**src/rtl/credit_returner.sv**
```systemverilog
// credit_returner: receiver side of a credit link. Tracks local buffer
// occupancy, accumulates freed slots and returns them as credits to the
// sender counter. It also drives the counter's reinit port at startup and
// on resynchronisation.
module credit_returner #(
    parameter int WIDTH   = 4,
    parameter int DEPTH   = 8,
    parameter int MAX_RET = 3
) (
    input  logic             clk,
    input  logic             rst,
    input  logic             push_valid_i,
    input  logic             free_valid_i,
    input  logic [1:0]       free_i,
    input  logic             sync_req_i,
    output logic             reinit_o,
    output logic [WIDTH-1:0] initial_value_o,
    output logic             incr_valid_o,
    output logic [1:0]       incr_o,
    output logic [WIDTH-1:0] occupancy_o,
    output logic [WIDTH-1:0] pending_o,
    output logic             err_o
);

    // Wide arithmetic width so sums and differences never wrap silently.
    localparam int WW = WIDTH + 2;
    localparam logic [WIDTH-1:0] DEPTH_W = WIDTH'(DEPTH);
    localparam logic [WIDTH-1:0] MAX_W   = WIDTH'(MAX_RET);
    localparam logic [WW-1:0]    PEND_MAX = WW'({WIDTH{1'b1}});

    typedef enum logic [1:0] {IDLE, INIT, RUN, SYNC} state_t;

    state_t           state_q, state_d;
    logic [WIDTH-1:0] occ_q, occ_d;
    logic [WIDTH-1:0] pend_q, pend_d;
    logic             err_q, err_d;

    logic [1:0]    ret;
    logic [1:0]    f;
    logic          overflow;
    logic          underflow;
    logic [WW-1:0] occ_avail;
    logic [WW-1:0] pend_sum;

    // Credits returned this cycle: only in RUN, at most MAX_RET per beat.
    always_comb begin
        ret = 2'd0;
        if (state_q == RUN) begin
            if (pend_q >= MAX_W) begin
                ret = 2'(MAX_RET);
            end else begin
                ret = 2'(pend_q);
            end
        end
    end

    // Next-state, occupancy, pending and error computation.
    always_comb begin
        f         = free_valid_i ? free_i : 2'd0;
        // A push into a full buffer is dropped so occupancy stays at DEPTH.
        overflow  = push_valid_i && (occ_q == DEPTH_W);
        occ_avail = WW'(occ_q) + WW'(push_valid_i && !overflow);
        underflow = WW'(f) > occ_avail;
        occ_d     = underflow ? '0 : WIDTH'(occ_avail - WW'(f));
        // ret never exceeds pend_q, so this cannot go negative.
        pend_sum  = WW'(pend_q) + WW'(f) - WW'(ret);

        state_d = state_q;
        err_d   = err_q | overflow | underflow;
        if (pend_sum > PEND_MAX) begin
            pend_d = WIDTH'(PEND_MAX);
        end else begin
            pend_d = WIDTH'(pend_sum);
        end

        case (state_q)
            IDLE: begin
                state_d = INIT;
                pend_d  = '0;
            end
            INIT: begin
                // Sender is being re-granted DEPTH; frees here are dropped.
                state_d = RUN;
                pend_d  = pend_q;
            end
            RUN: begin
                err_d = err_d | (pend_sum > PEND_MAX);
                if (sync_req_i) begin
                    state_d = SYNC;
                end
            end
            SYNC: begin
                if (occ_d == '0) begin
                    state_d = INIT;
                    pend_d  = '0;
                end else begin
                    err_d = err_d | (pend_sum > PEND_MAX);
                end
            end
            default: begin
                state_d = IDLE;
            end
        endcase
    end

    // State and counter registers with asynchronous clear.
    always_ff @(posedge clk or posedge rst) begin
        if (rst) begin
            state_q <= IDLE;
            occ_q   <= '0;
            pend_q  <= '0;
            err_q   <= 1'b0;
        end else begin
            state_q <= state_d;
            occ_q   <= occ_d;
            pend_q  <= pend_d;
            err_q   <= err_d;
        end
    end

    assign reinit_o        = (state_q == INIT);
    assign initial_value_o = DEPTH_W;
    assign incr_valid_o    = (ret != 2'd0);
    assign incr_o          = ret;
    assign occupancy_o     = occ_q;
    assign pending_o       = pend_q;
    assign err_o           = err_q;

endmodule

```
**config.mk**
```make
export PLATFORM = sky130hd
export DESIGN_NAME = credit_returner
export DESIGN_NICKNAME = d
export VERILOG_FILES = /design/src/rtl/credit_returner.sv
export SDC_FILE = /design/constraint.sdc
export NUM_CORES = 1
export LEC_CHECK = 0
export ABC_AREA = 1
export CAP_MARGIN = 20
export CORE_AREA = 2 2 61 63
export CTS_CLUSTER_SIZE = 40
export DETAILED_ROUTE_END_ITERATION = 10
export DIE_AREA = 0 0 63 65
export SYNTH_ARGS = -nofsm -noshare
export SYNTH_HDL_FRONTEND = slang
export SYNTH_SLANG_ARGS = --single-unit
```
**constraint.sdc**
```tcl
create_clock -name clk -period 2.4 [get_ports clk]
set_input_delay 0.36 -clock clk [delete_from_list [all_inputs] [get_ports clk]]
set_output_delay 0.36 -clock clk [all_outputs]
set_load 0.01 [all_outputs]
```
**Word level (Yosys, flattened, before mapping)**

Cells that the tools add are included.
Widths: inputs -> output; s select.

- Add/sub/neg operators: 4
- Order comparisons: 3
- Equal/unequal tests: 6
- Muxes and demuxes: 12
- Bitwise logic cells: 3
- Reduce and logical (&&, ||, !) cells: 7

Operators with widths:

| cell | count |
|---|---|
| $mux 4 | 3 |
| $pmux 4 s3 | 1 |
| $mux 2 | 5 |
| $pmux 2 s4 | 1 |
| $gt 6x4->1 const B | 1 |
| $sub 5x2->6 | 1 |
| $add 4x1->5 | 1 |
| $add 4x2->5 | 1 |
| $gt 2x5->1 | 1 |
| $eq 2x2->1 const B | 2 |
| $eq 4x4->1 const B | 1 |
| $ge 4x2->1 const B | 1 |
| $logic_not 4->1 | 1 |
| $ne 2x2->1 const B | 2 |
| $sub 4x2->4 | 1 |
| $or 1x1->1 | 3 |
| $eq 2x1->1 const B | 1 |
| $logic_and 1x1->1 | 2 |
| $logic_not 2->1 | 1 |
| $pmux 1 s2 | 1 |
| $reduce_and 2->1 | 1 |
| $reduce_bool 2->1 | 1 |
| $logic_not 1->1 | 1 |
| $mux 1 | 1 |

- Flip-flop bits (word level): 11
- Bits of input ports: 7
- Output and inout port bits: 17
- Word-level logic and storage cells: 39

**Logic depth before layout (Yosys ltp)**

- Depth in word-level cells: 10
- Mapped depth: 18
- Gate-level depth less buffers: 18

**Least setup slack after synthesis**

Ideal clock, no wire load.

- Path kind: flip-flop to flip-flop
- Start point: register pend_q[2], in the netlist pending_o[2]
- End point: register pend_q[0], in the netlist pending_o[0]
- Setup time: 116 ps
- Data arrival time: 2,814 ps
- Required time: 2,284 ps
- Setup slack: -530 ps
- Cell stages (with the launch flop): 16
- Buffers on the path: 0
- Clock period less this slack: 2,930 ps
- Cell sequence: dfrtp_1 inv_1 ha_1 a21oi_1 inv_1 fa_1 inv_1 fa_1 o21ai_1 nand2_1 nand3_1 nand3_2 o21ai_0 inv_2 nand2_1 nand2_1

- Longest elaborated chain between the ends: 8
- Elaborated cells between the ends (all ways): 9
- Those cells by class: add/sub: 2; order compare: 2; mux: 5

Ends and longest elaborated chain:

| what | RTL line | source |
|---|---|---|
| start, declared | 35 | `logic [WIDTH-1:0] pend_q, pend_d;` |
| start signal, assigned | 116 | `pend_q <= pend_d;` |
| $ge 4x2->1 (*) | 49 | `if (pend_q >= MAX_W) begin` |
| $mux 2 (*) | 49 |  |
| $mux 2 (*) | 48 | `if (state_q == RUN) begin` |
| via incr_o[1] | 19 | `output logic [1:0] incr_o,` |
| $sub 5x2->6 (*) | 66 | `pend_sum = WW'(pend_q) + WW'(f) - WW'(ret);` |
| $gt 6x4->1 (*) | 70 | `if (pend_sum > PEND_MAX) begin` |
| $mux 4 (*) | 70 |  |
| $mux 4 | 93 | `if (occ_d == '0) begin` |
| $pmux 4 s3 (*) | 76 | `case (state_q)` |

Mark *: on every way through the listed nets, which the timed path passes. The rest lies on a longest branch.
A chain may end at the register's enable or synchronous reset.

**Worst setup path after layout**

- Start point: register state_q[0]
- End point: register pend_q[2], in the netlist pending_o[2]

- Longest elaborated chain between the ends: 7
- Elaborated cells between the ends (all ways): 10
- Those cells by class: add/sub: 1; order compare: 1; eq/ne: 3; mux: 4; reduce/logical: 1

Ends and longest elaborated chain:

| what | RTL line | source |
|---|---|---|
| start, declared | 33 | `state_t state_q, state_d;` |
| start signal, assigned | 114 | `state_q <= state_d;` |
| $eq 2x2->1 | 48 |  |
| $mux 2 | 48 |  |
| $sub 5x2->6 | 66 |  |
| $gt 6x4->1 | 70 |  |
| $mux 4 | 70 |  |
| $mux 4 | 93 |  |
| $pmux 4 s3 | 76 |  |

Parallel ways exist; a longest one is shown, timed or not.

==> impl_metrics.csv <==
group,metric,value,unit
clock_network,clock_latency,260,ps
final_layout,n_antenna_cell,0,
final_layout,nets,252,
clock_network,cts-hold-fix-buffers,0,
placement,io_buffers,19,
clock_network,cts_sinks,11,
detailed_routing,wl_per_cell,9.37,um
global_route,grt_util_all_layers,0.138,
detailed_routing,dr.first_iter.drc_count,17,
sta,fmax,0.401,GHz
synth,synth_cells,165,
final_layout,area_delta_synth_final,58.1,%
global_route,grt_pass1_wl,4.56,mm
final_layout,drive_above_1_share,0.375,
clock_network,clockBufferDepth,2,
final_layout,layout_common_cells,"nand2_1 (39), buf_4 (37), inv_1 (32), clkdlybuf4s50_1 (18), ha_1 (12)",
synth,synth-seq-cells,11,
sta,grt_setup_unrepaired,"yes",
synth,avgSynthCellArea,7.08,um^2
setup_path,cp_slowest_cell,"fa_1",
setup_path,r2r-start,"state_q[0]$_DFFE_PP0P_",
die,dieWidth,63,um
sta,final-setup-viol-count,5,
die,fp-row-count,22,
sta,hold_violations,0,
run,cap_violations,0,
die,core-area,3500,um^2
synth,synth_area,1170,um^2
clock_network,clk_pin_slew,70,ps
placement,hpwl,2.06,mm
final_layout,final_common_cell,"nand2_1",
detailed_routing,dr.pass1.iters,4,
detailed_routing,ant_nets,0,
synth,seq_area_frac_synth,0.236,
status,outcome,"complete, but fails checks",
die,boundaryPins,24,
worst_hold_path,hp-class,"primary input to async pin",
setup_path,crit_path_start,"state_q[0]$_DFFE_PP0P_",
global_route,grt_pass1_vias,1136,
sta,period_minus_slack,2490,ps
placement,place_congestion,0.783,
clock_network,htree_levels,1,
global_route,antenna_found_initial,0,
sta,maxSlewViolCount,0,
synth,ys_types,24,
setup_path,crit_type,"flip-flop to flip-flop",
setup_path,crit_path_end_kind,"flip-flop",
setup_path,crit_path_start_kind,"flip-flop",
setup_path,cp.arrival,2650,ps
final_layout,final-seq-area,278,um^2
setup_path,crit_chain,"inv_1 > ha_1 > inv_2 > a21oi_4 > inv_2 > fa_1 > inv_1 > fa_2 > o21ai_1 > nand2_1 > nand3_2 > nand3_4 > o21ai_2 > inv_2 > nand2_1 > nand2_1",
sta,hold_slack,376,ps
global_route,grt_max_degree,12,
detailed_routing,via_per_inst,4.15,
setup_path,cp_top_family,"adder cells",
setup_path,path_buf_inv,5,
detailed_routing,wl,2.55,mm
setup_path,cp_max_fo,5,
die,dieArea,4100,um^2
final_layout,multi_input_area,846,um^2
status,violations,"setup timing",
setup_path,required,2560,ps
detailed_routing,drc_errors,0,
detailed_routing,vias,1129,
setup_path,slowest_delay,510,ps
synth,ys_warn_count,0,
clock_network,cts_tree,"yes",
die,initial_core_util,0.334,
global_route,grt-ovfl-total,0,
clock_network,root_buffer,"clkbuf_4",
sta,fin_crit_sh,1.04,
die,die_h,65,um
clock_network,numCtsBuffers,3,
sta,skew,6.86,ps
final_layout,fill_cells,353,
sta,fin_ws,-90.9,ps
[final timing paths]
| kind | endpoint | slack (ps) | depth (start not counted) |
|---|---|---|---|
| max | pending_o[2]$_DFFE_PP0N_ | -90 | 16 |
| min | occupancy_o[2]$_DFF_PP0_ | 380 | 2 |
| max reg2reg | pending_o[2]$_DFFE_PP0N_ | -90 | 16 |
| min reg2reg | err_o$_DFF_PP0_ | 500 | 2 |
| max in group asynchronous | occupancy_o[3]$_DFF_PP0_ | 1710 | 2 |
| min in group clk | err_o$_DFF_PP0_ | 490 | 3 |
[cell usage after synthesis (all sizes together)]
master / count / area [um^2]
xor2: 1 / 8.76
conb: 2 / 7.51
fa: 3 / 60.1
nand4: 2 / 12.5
or2: 1 / 6.26
o21ai: 4 / 20.0
a311oi: 1 / 8.76
a31oi: 1 / 6.26
o22ai: 1 / 6.26
xnor2: 2 / 17.5
a21oi: 5 / 25.0
nor2: 9 / 33.8
nand3: 10 / 65.1
nand2: 48 / 208
dfrtp: 11 / 275
ha: 17 / 213
buf: 4 / 30.0
inv: 42 / 158
a21boi: 1 / 7.51
[through the flow]
| step | worst slack [ps] | area (um^2) | TNS, ps | instances | util |
|---|---|---|---|---|---|
| floorplan | -135 | 1230 | -491 | 167 | - |
| finish | -90.9 | 1850 | -429 | 272 | 0.529 |
| global route | -298 | 1850 | -1570 | 272 | 0.529 |
| global placement | -464 | 1680 | -3960 | 260 | 0.479 |
| CTS | -112 | 1790 | -534 | 268 | 0.511 |
| detailed placement | -526 | 1680 | -4540 | 260 | 0.479 |
[cells by family after synthesis]
logic type | share of synthesized area
AOI/OAI and AO/OA | 0.0632
xor gates and xnor gates | 0.0225
adders and majority gates | 0.233
buffers and inverters | 0.161
DFF | 0.236
other | 0.00643
and+or+nand+nor | 0.278
[sequential cells by signal, indices dropped and copies added, names as in the netlist]
signal / count
occupancy_o: 4
pending_o: 4
state_q: 2
err_o: 1
[metal layers]
metal | share of wire | track usage
met1 | 0.42 | 0.155
met2 | 0.55 | 0.267
met3 | 0.022 | 0.0226
met4 | 0.0055 | 0.0389
met5 | 0 | 0
[timing repair]
item	CTS	global route
gates resized for setup	15	5
buffers inserted	4	4
pin swaps	7	9
endpoints found under the setup margin	7	7
[cell type report]
type,count,area share
Multi-Input combinational cell,110,0.458
Timing Repair Buffer,57,0.259
Sequential cell,11,0.150
Inverter,42,0.0867
Tap cell,48,0.0325
Clock buffer,4,0.0142
Power is not shown: default switching activity piles up to over one toggle a cycle in this logic, so the estimate is an artifact.
